**src/rtl/id_ex_stage_if.sv**
```systemverilog
// Decode/execute stage bus: decode fields and M/W producers in, execute registers and forwarded operands out.
// The stage itself takes the slave modport; the surrounding pipeline (or bench) drives through master.
interface id_ex_stage_if;
   logic               ValidD;
   logic signed [31:0] RD1D;
   logic signed [31:0] RD2D;
   logic [4:0]         RsD;
   logic [4:0]         RtD;
   logic [4:0]         RdD;
   logic [31:0]        ImmD;
   logic [31:0]        PCPlus1D;
   logic               RegWriteD;
   logic               MemtoRegD;
   logic               MemWriteD;
   logic [7:0]         CtrlD;
   logic [4:0]         WriteRegM;
   logic               RegWriteM;
   logic [31:0]        ALUOutM;
   logic [4:0]         WriteRegW;
   logic               RegWriteW;
   logic [31:0]        ResultW;
   logic               FlushE;

   logic               StallD;
   logic signed [31:0] SrcAE;
   logic signed [31:0] SrcBE;
   logic [4:0]         RsE;
   logic [4:0]         RtE;
   logic [4:0]         RdE;
   logic [31:0]        ImmE;
   logic [31:0]        PCPlus1E;
   logic [7:0]         CtrlE;
   logic               RegWriteE;
   logic               MemtoRegE;
   logic               MemWriteE;
   logic               ValidE;
   logic [15:0]        StallCount;
   logic [15:0]        FlushCount;

   modport slave (
      input  ValidD, RD1D, RD2D, RsD, RtD, RdD, ImmD, PCPlus1D,
             RegWriteD, MemtoRegD, MemWriteD, CtrlD,
             WriteRegM, RegWriteM, ALUOutM, WriteRegW, RegWriteW, ResultW, FlushE,
      output StallD, SrcAE, SrcBE, RsE, RtE, RdE, ImmE, PCPlus1E, CtrlE,
             RegWriteE, MemtoRegE, MemWriteE, ValidE, StallCount, FlushCount
   );

   modport master (
      output ValidD, RD1D, RD2D, RsD, RtD, RdD, ImmD, PCPlus1D,
             RegWriteD, MemtoRegD, MemWriteD, CtrlD,
             WriteRegM, RegWriteM, ALUOutM, WriteRegW, RegWriteW, ResultW, FlushE,
      input  StallD, SrcAE, SrcBE, RsE, RtE, RdE, ImmE, PCPlus1E, CtrlE,
             RegWriteE, MemtoRegE, MemWriteE, ValidE, StallCount, FlushCount
   );
endinterface

```
**src/rtl/id_ex_stage.sv**
```systemverilog
// ID/EX pipeline register with W-bypass at capture, M/W operand forwarding, load-use stall and flush bubbles.
// Latency 1 cycle decode->E; no handshake, StallD holds upstream for exactly one cycle per load-use.
module id_ex_stage (
   input  logic         CLK,
   input  logic         RESET,
   id_ex_stage_if.slave bus
);
   typedef struct packed {
      logic        valid;
      logic        reg_write;
      logic        memto_reg;
      logic        mem_write;
      logic [4:0]  rs;
      logic [4:0]  rt;
      logic [4:0]  rd;
      logic [31:0] rd1;
      logic [31:0] rd2;
      logic [31:0] imm;
      logic [31:0] pc_plus1;
      logic [7:0]  ctrl;
   } ex_t;

   ex_t         ex_q, ex_d;
   logic [15:0] stall_cnt_q, stall_cnt_d;
   logic [15:0] flush_cnt_q, flush_cnt_d;
   logic        lwstall;

   always_comb begin
      lwstall = ex_q.valid & ex_q.memto_reg & ex_q.reg_write & (ex_q.rt != 5'd0) &
                bus.ValidD & ((ex_q.rt == bus.RsD) | (ex_q.rt == bus.RtD));
   end

   // Flush wins over stall: the decode slot is wrong-path, so fetch must not be held.
   always_comb begin
      ex_d = '0;
      if (!bus.FlushE && !lwstall) begin
         ex_d.valid     = bus.ValidD;
         ex_d.reg_write = bus.RegWriteD;
         ex_d.memto_reg = bus.MemtoRegD;
         ex_d.mem_write = bus.MemWriteD;
         ex_d.rs        = bus.RsD;
         ex_d.rt        = bus.RtD;
         ex_d.rd        = bus.RdD;
         ex_d.imm       = bus.ImmD;
         ex_d.pc_plus1  = bus.PCPlus1D;
         ex_d.ctrl      = bus.CtrlD;
         // Register file write lands after its read, so take the W result directly.
         ex_d.rd1 = (bus.RegWriteW && (bus.WriteRegW == bus.RsD) && (bus.RsD != 5'd0))
                    ? bus.ResultW : bus.RD1D;
         ex_d.rd2 = (bus.RegWriteW && (bus.WriteRegW == bus.RtD) && (bus.RtD != 5'd0))
                    ? bus.ResultW : bus.RD2D;
      end
   end

   always_comb begin
      stall_cnt_d = stall_cnt_q;
      flush_cnt_d = flush_cnt_q;
      if (lwstall && !bus.FlushE && (stall_cnt_q != 16'hFFFF)) stall_cnt_d = stall_cnt_q + 16'd1;
      if (bus.FlushE && (flush_cnt_q != 16'hFFFF))            flush_cnt_d = flush_cnt_q + 16'd1;
   end

   always_ff @(posedge CLK) begin
      if (RESET) begin
         ex_q        <= '0;
         stall_cnt_q <= '0;
         flush_cnt_q <= '0;
      end else begin
         ex_q        <= ex_d;
         stall_cnt_q <= stall_cnt_d;
         flush_cnt_q <= flush_cnt_d;
      end
   end

   // M is the younger producer, so it takes priority over W.
   always_comb begin
      if (bus.RegWriteM && (bus.WriteRegM == ex_q.rs) && (ex_q.rs != 5'd0))
         bus.SrcAE = bus.ALUOutM;
      else if (bus.RegWriteW && (bus.WriteRegW == ex_q.rs) && (ex_q.rs != 5'd0))
         bus.SrcAE = bus.ResultW;
      else
         bus.SrcAE = ex_q.rd1;

      if (bus.RegWriteM && (bus.WriteRegM == ex_q.rt) && (ex_q.rt != 5'd0))
         bus.SrcBE = bus.ALUOutM;
      else if (bus.RegWriteW && (bus.WriteRegW == ex_q.rt) && (ex_q.rt != 5'd0))
         bus.SrcBE = bus.ResultW;
      else
         bus.SrcBE = ex_q.rd2;
   end

   assign bus.StallD     = lwstall & ~bus.FlushE;
   assign bus.RsE        = ex_q.rs;
   assign bus.RtE        = ex_q.rt;
   assign bus.RdE        = ex_q.rd;
   assign bus.ImmE       = ex_q.imm;
   assign bus.PCPlus1E   = ex_q.pc_plus1;
   assign bus.CtrlE      = ex_q.ctrl;
   assign bus.RegWriteE  = ex_q.reg_write;
   assign bus.MemtoRegE  = ex_q.memto_reg;
   assign bus.MemWriteE  = ex_q.mem_write;
   assign bus.ValidE     = ex_q.valid;
   assign bus.StallCount = stall_cnt_q;
   assign bus.FlushCount = flush_cnt_q;
endmodule
```
**src/flat_wrapper.sv**
```systemverilog
// flat-port wrapper written by rule: the top's interface ports become plain ports
module id_ex_stage_flat 
  (CLK, RESET, bus_ValidD, bus_RD1D, bus_RD2D, bus_RsD, bus_RtD, bus_RdD, bus_ImmD, bus_PCPlus1D, bus_RegWriteD, bus_MemtoRegD, bus_MemWriteD, bus_CtrlD, bus_WriteRegM, bus_RegWriteM, bus_ALUOutM, bus_WriteRegW, bus_RegWriteW, bus_ResultW, bus_FlushE, bus_StallD, bus_SrcAE, bus_SrcBE, bus_RsE, bus_RtE, bus_RdE, bus_ImmE, bus_PCPlus1E, bus_CtrlE, bus_RegWriteE, bus_MemtoRegE, bus_MemWriteE, bus_ValidE, bus_StallCount, bus_FlushCount);
  id_ex_stage_if bus_i ();
  input  logic CLK;
  input  logic RESET;
  input wire logic [$bits(bus_i.ValidD)-1:0] bus_ValidD;
  input wire logic [$bits(bus_i.RD1D)-1:0] bus_RD1D;
  input wire logic [$bits(bus_i.RD2D)-1:0] bus_RD2D;
  input wire logic [$bits(bus_i.RsD)-1:0] bus_RsD;
  input wire logic [$bits(bus_i.RtD)-1:0] bus_RtD;
  input wire logic [$bits(bus_i.RdD)-1:0] bus_RdD;
  input wire logic [$bits(bus_i.ImmD)-1:0] bus_ImmD;
  input wire logic [$bits(bus_i.PCPlus1D)-1:0] bus_PCPlus1D;
  input wire logic [$bits(bus_i.RegWriteD)-1:0] bus_RegWriteD;
  input wire logic [$bits(bus_i.MemtoRegD)-1:0] bus_MemtoRegD;
  input wire logic [$bits(bus_i.MemWriteD)-1:0] bus_MemWriteD;
  input wire logic [$bits(bus_i.CtrlD)-1:0] bus_CtrlD;
  input wire logic [$bits(bus_i.WriteRegM)-1:0] bus_WriteRegM;
  input wire logic [$bits(bus_i.RegWriteM)-1:0] bus_RegWriteM;
  input wire logic [$bits(bus_i.ALUOutM)-1:0] bus_ALUOutM;
  input wire logic [$bits(bus_i.WriteRegW)-1:0] bus_WriteRegW;
  input wire logic [$bits(bus_i.RegWriteW)-1:0] bus_RegWriteW;
  input wire logic [$bits(bus_i.ResultW)-1:0] bus_ResultW;
  input wire logic [$bits(bus_i.FlushE)-1:0] bus_FlushE;
  output wire logic [$bits(bus_i.StallD)-1:0] bus_StallD;
  output wire logic [$bits(bus_i.SrcAE)-1:0] bus_SrcAE;
  output wire logic [$bits(bus_i.SrcBE)-1:0] bus_SrcBE;
  output wire logic [$bits(bus_i.RsE)-1:0] bus_RsE;
  output wire logic [$bits(bus_i.RtE)-1:0] bus_RtE;
  output wire logic [$bits(bus_i.RdE)-1:0] bus_RdE;
  output wire logic [$bits(bus_i.ImmE)-1:0] bus_ImmE;
  output wire logic [$bits(bus_i.PCPlus1E)-1:0] bus_PCPlus1E;
  output wire logic [$bits(bus_i.CtrlE)-1:0] bus_CtrlE;
  output wire logic [$bits(bus_i.RegWriteE)-1:0] bus_RegWriteE;
  output wire logic [$bits(bus_i.MemtoRegE)-1:0] bus_MemtoRegE;
  output wire logic [$bits(bus_i.MemWriteE)-1:0] bus_MemWriteE;
  output wire logic [$bits(bus_i.ValidE)-1:0] bus_ValidE;
  output wire logic [$bits(bus_i.StallCount)-1:0] bus_StallCount;
  output wire logic [$bits(bus_i.FlushCount)-1:0] bus_FlushCount;
  assign bus_i.ValidD = bus_ValidD;
  assign bus_i.RD1D = bus_RD1D;
  assign bus_i.RD2D = bus_RD2D;
  assign bus_i.RsD = bus_RsD;
  assign bus_i.RtD = bus_RtD;
  assign bus_i.RdD = bus_RdD;
  assign bus_i.ImmD = bus_ImmD;
  assign bus_i.PCPlus1D = bus_PCPlus1D;
  assign bus_i.RegWriteD = bus_RegWriteD;
  assign bus_i.MemtoRegD = bus_MemtoRegD;
  assign bus_i.MemWriteD = bus_MemWriteD;
  assign bus_i.CtrlD = bus_CtrlD;
  assign bus_i.WriteRegM = bus_WriteRegM;
  assign bus_i.RegWriteM = bus_RegWriteM;
  assign bus_i.ALUOutM = bus_ALUOutM;
  assign bus_i.WriteRegW = bus_WriteRegW;
  assign bus_i.RegWriteW = bus_RegWriteW;
  assign bus_i.ResultW = bus_ResultW;
  assign bus_i.FlushE = bus_FlushE;
  assign bus_StallD = bus_i.StallD;
  assign bus_SrcAE = bus_i.SrcAE;
  assign bus_SrcBE = bus_i.SrcBE;
  assign bus_RsE = bus_i.RsE;
  assign bus_RtE = bus_i.RtE;
  assign bus_RdE = bus_i.RdE;
  assign bus_ImmE = bus_i.ImmE;
  assign bus_PCPlus1E = bus_i.PCPlus1E;
  assign bus_CtrlE = bus_i.CtrlE;
  assign bus_RegWriteE = bus_i.RegWriteE;
  assign bus_MemtoRegE = bus_i.MemtoRegE;
  assign bus_MemWriteE = bus_i.MemWriteE;
  assign bus_ValidE = bus_i.ValidE;
  assign bus_StallCount = bus_i.StallCount;
  assign bus_FlushCount = bus_i.FlushCount;
  id_ex_stage u_core (.CLK(CLK), .RESET(RESET), .bus(bus_i));
endmodule
```
**config.mk**
```make
export PLATFORM = sky130hd
export DESIGN_NAME = id_ex_stage_flat
export DESIGN_NICKNAME = d
export VERILOG_FILES = /design/src/rtl/id_ex_stage_if.sv /design/src/rtl/id_ex_stage.sv /design/src/flat_wrapper.sv
export SDC_FILE = /design/constraint.sdc
export NUM_CORES = 1
export LEC_CHECK = 0
export BUFFER_PORTS_ARGS = -buffer_cell sky130_fd_sc_hd__buf_2
export CAP_MARGIN = 20
export CORE_AREA = 2 2 162 164
export CTS_CLUSTER_DIAMETER = 150
export CTS_CLUSTER_SIZE = 40
export DETAILED_ROUTE_END_ITERATION = 8
export DIE_AREA = 0 0 164 166
export PLACE_DENSITY_LB_ADDON = 0.2
export RECOVER_POWER = 100
export SLEW_MARGIN = 20
export SYNTH_ARGS = -nofsm -noshare
export SYNTH_HDL_FRONTEND = slang
export SYNTH_SLANG_ARGS = --single-unit
```
**constraint.sdc**
```tcl
create_clock -name CLK -period 3.45 [get_ports CLK]
set_clock_uncertainty 0.2 [all_clocks]
set_input_delay 0.8625 -clock CLK [delete_from_list [all_inputs] [get_ports CLK]]
set_output_delay 0.8625 -clock CLK [all_outputs]
set_load 0.02 [all_outputs]
```
==> flow_summary.toml <==
[placed_design]
place_ws_ns = -0.151
place_congestion = 0.833
dp.cells = 1599
dp_hpwl_um = 20200
io_buffers = 421

[drt]
vias = 7714
routed_via_density = 4.62
ant_nets = 0
wl_um = 28100
drt_iter0_drc = 339
drcViolationCount = 0
wl_per_cell_um = 16.8
first_pass_iters = 4

[setup_path]
cp-end-kind = "output pin"
reg2reg_depth = 7
timing.rr.start = "u_core.bus.RtE[3]"
worstSetupStartpointType = "input pin"
r2r_slack_ns = 0.21
path_class = "input pin to output pin"
worst_ep_required_time_ns = 2.39
crit_start = "bus_WriteRegM[4]"
critPathArrivalTime_ns = 2.42
path_max_fanout = 8

[timing]
rsz0062_at_grt = "true"
fmax_mhz = 287
min_period_over_period = 1.01
setup_violations = 10
fin_setup_tns_ns = -0.157
relSlewSlack = 0.0991
min_period_ns = 3.48
holdWs_ns = 0.317
worst_slack_ns = -0.0294
drv_slew = 0
tightest_slew_ns = 1.35
finalHoldViolCount = 0

[synth]
ys.warnings.count = 0
synth_top_area_frac = 0.425
syn-num-nets = 1196
netlist_instances = 960
avgSynthCellArea_um2 = 9.17
synthFlopType = "dfxtp_1"
synth.area.top_cells = "dfxtp_1 43%, mux2i_1 15%, buf_4 7.8%"
yosysMostFrequentCell = "dfxtp_1"
synth-edff-count = 0
seq_area_frac_synth = 0.425
syn-cell-area_mm2 = 0.00880
synth_top_area_cell = "dfxtp_1"
ys_seq_elements = 187
synth_commonest_cells = "187 x dfxtp_1, 130 x mux2i_1, 103 x nor2_1"
synth_cell_types = 50
async_flop_share = 0

[cells_and_area]
syn_to_final_growth_pct = 37.3
nNetsFinal = 1550
fin_util = 0.472
layout-drive-gt1-share = 0.343
stdcell_count = 1668

[clock_tree]
cts_tree = "built"
clock_path_buffers = 2
cts_buffers = 17
clk_latency_ns = 0.44
cts.clk_slew.worst_paths_ns = 0.07
htreeDepth = 4
cts_root_buf = "clkbuf_16"
cts_sinks = 187
ctsHoldBuffers = 0

[power]
irDropWorstVdd_mv = 0.270
power.density_mw_per_mm2 = 407
power.leakage_nw = 4.93

[floorplanning]
rows = 59
io-pin-count = 422
start_util = 0.344
die-area_mm2 = 0.0272
die_width_um = 164
core_area_mm2 = 0.0256
die_y_um = 166

[run_status]
violations = "setup timing"
outcome = "finished, violations left"

[flow_run]
maxCapViolations = 0

[worst_hold_path]
min_from = "u_core.bus.FlushCount[1]"
hold_depth = 2
hold_path.class = "flop to flop"

[grt]
antenna_found_initial = 9
grt_max_degree = 65
grt_pass1_vias = 7270
grt_usage = 0.188
grt-ovfl-total = 0
grt_pass1_wl_um = 39600
[logic make-up (layout without fill, tap and decap cells)]
kind of cell / Yosys count / in the layout / synth area share
and+or+nand+nor: 351 / 351 / 0.203
AOI/OAI and AO/OA: 86 / 86 / 0.0539
buffers and inverters: 146 / 513 / 0.107
DFF: 187 / 187 / 0.425
other: 0 / 6 / 0
xor gates and xnor gates: 51 / 51 / 0.0507
muxes: 137 / 137 / 0.157
adders and majority gates: 2 / 2 / 0.00284
[final timing paths]
check                        endpoint
max                     bus_SrcBE[26]
min          u_core.bus.FlushCount[1]
max reg2reg           u_core.ex_q[74]
min reg2reg  u_core.bus.FlushCount[1]
[flip-flops by register name (all words and copies together) (netlist names)]
name,count
u_core.bus.PCPlus1E,32
u_core.bus.RegWriteE,1
u_core.bus.CtrlE,8
u_core.bus.StallCount,16
u_core.bus.RdE,5
u_core.bus.MemWriteE,1
u_core.bus.MemtoRegE,1
u_core.bus.RsE,5
u_core.bus.RtE,5
u_core.bus.FlushCount,16
u_core.bus.ImmE,32
u_core.ex_q,64
u_core.bus.ValidE,1
[layout make-up]
| type | instances | area [um2] |
|---|---|---|
| inverters | 2 | 7.51 |
| repair buffers | 479 | 2890 |
| well taps | 335 | 419 |
| clock inverters | 15 | 169 |
| flip-flops and latches | 187 | 3760 |
| multi-input cells | 627 | 4410 |
| clock buffers | 17 | 425 |
| diodes | 6 | 15.0 |
| fillers | 2530 | 13500 |
[worst max-delay path, cell delays in order]
cell and delay [ns]:
buf_4 0.13, xnor2_2 0.12, nand4_1 0.17, nor4_4 0.37
buf_4 0.19, buf_12 0.16, clkbuf_16 0.16, nand2_1 0.06
o21ai_2 0.05, buf_4 0.15
[repair_timing]
action                     CTS  global route
setup endpoints to repair   52            64
pin swaps                   12            15
resized for setup           19           120
setup buffers                7            12
cloned                       4             8
[per-stage QoR]
step / power, mW / area, um2
after floorplan: 2.69 / 8800
after global routing: 5.13 / 12100
after detailed placement: 2.94 / 10800
after CTS: 4.96 / 11600
final: 4.92 / 12100
after global placement: 2.93 / 10700
[routing by layer]
layer	global-route usage	wire [um]
met5	0	40
met4	0.0645	662
met3	0.0574	2130
met2	0.335	14200
met1	0.210	11100
[power breakdown]
group / leakage, nW / switching, mW / total, mW / internal [mW]
Sequential: 1.53 / 0.0326 / 2.27 / 2.23
Clock: 0.284 / 1.00 / 1.98 / 0.979
Combinational: 3.11 / 0.370 / 0.673 / 0.303
Total: 4.93 / 1.40 / 4.92 / 3.51
[layout by cell type, fill, tap and decap left out, types with 9 or more instances in the layout]
master | Yosys | final
and2_0 | 0 | 20
and2_1 | 92 | 72
and3_1 | 10 | 10
buf_12 | 0 | 10
buf_2 | 18 | 260
buf_4 | 91 | 45
buf_6 | 3 | 23
clkbuf_1 | 20 | 126
clkbuf_16 | 0 | 23
dfxtp_1 | 187 | 181
mux2i_1 | 130 | 116
mux2i_2 | 0 | 10
nand2_1 | 75 | 69
nand3_1 | 14 | 14
nand4_1 | 9 | 9
nor2_1 | 103 | 101
nor3_1 | 13 | 14
o21ai_1 | 10 | 49
o21ai_2 | 1 | 12
xnor2_1 | 23 | 14
xnor2_2 | 0 | 9
xor2_1 | 28 | 27
Power figures use the tool's default switching activity.
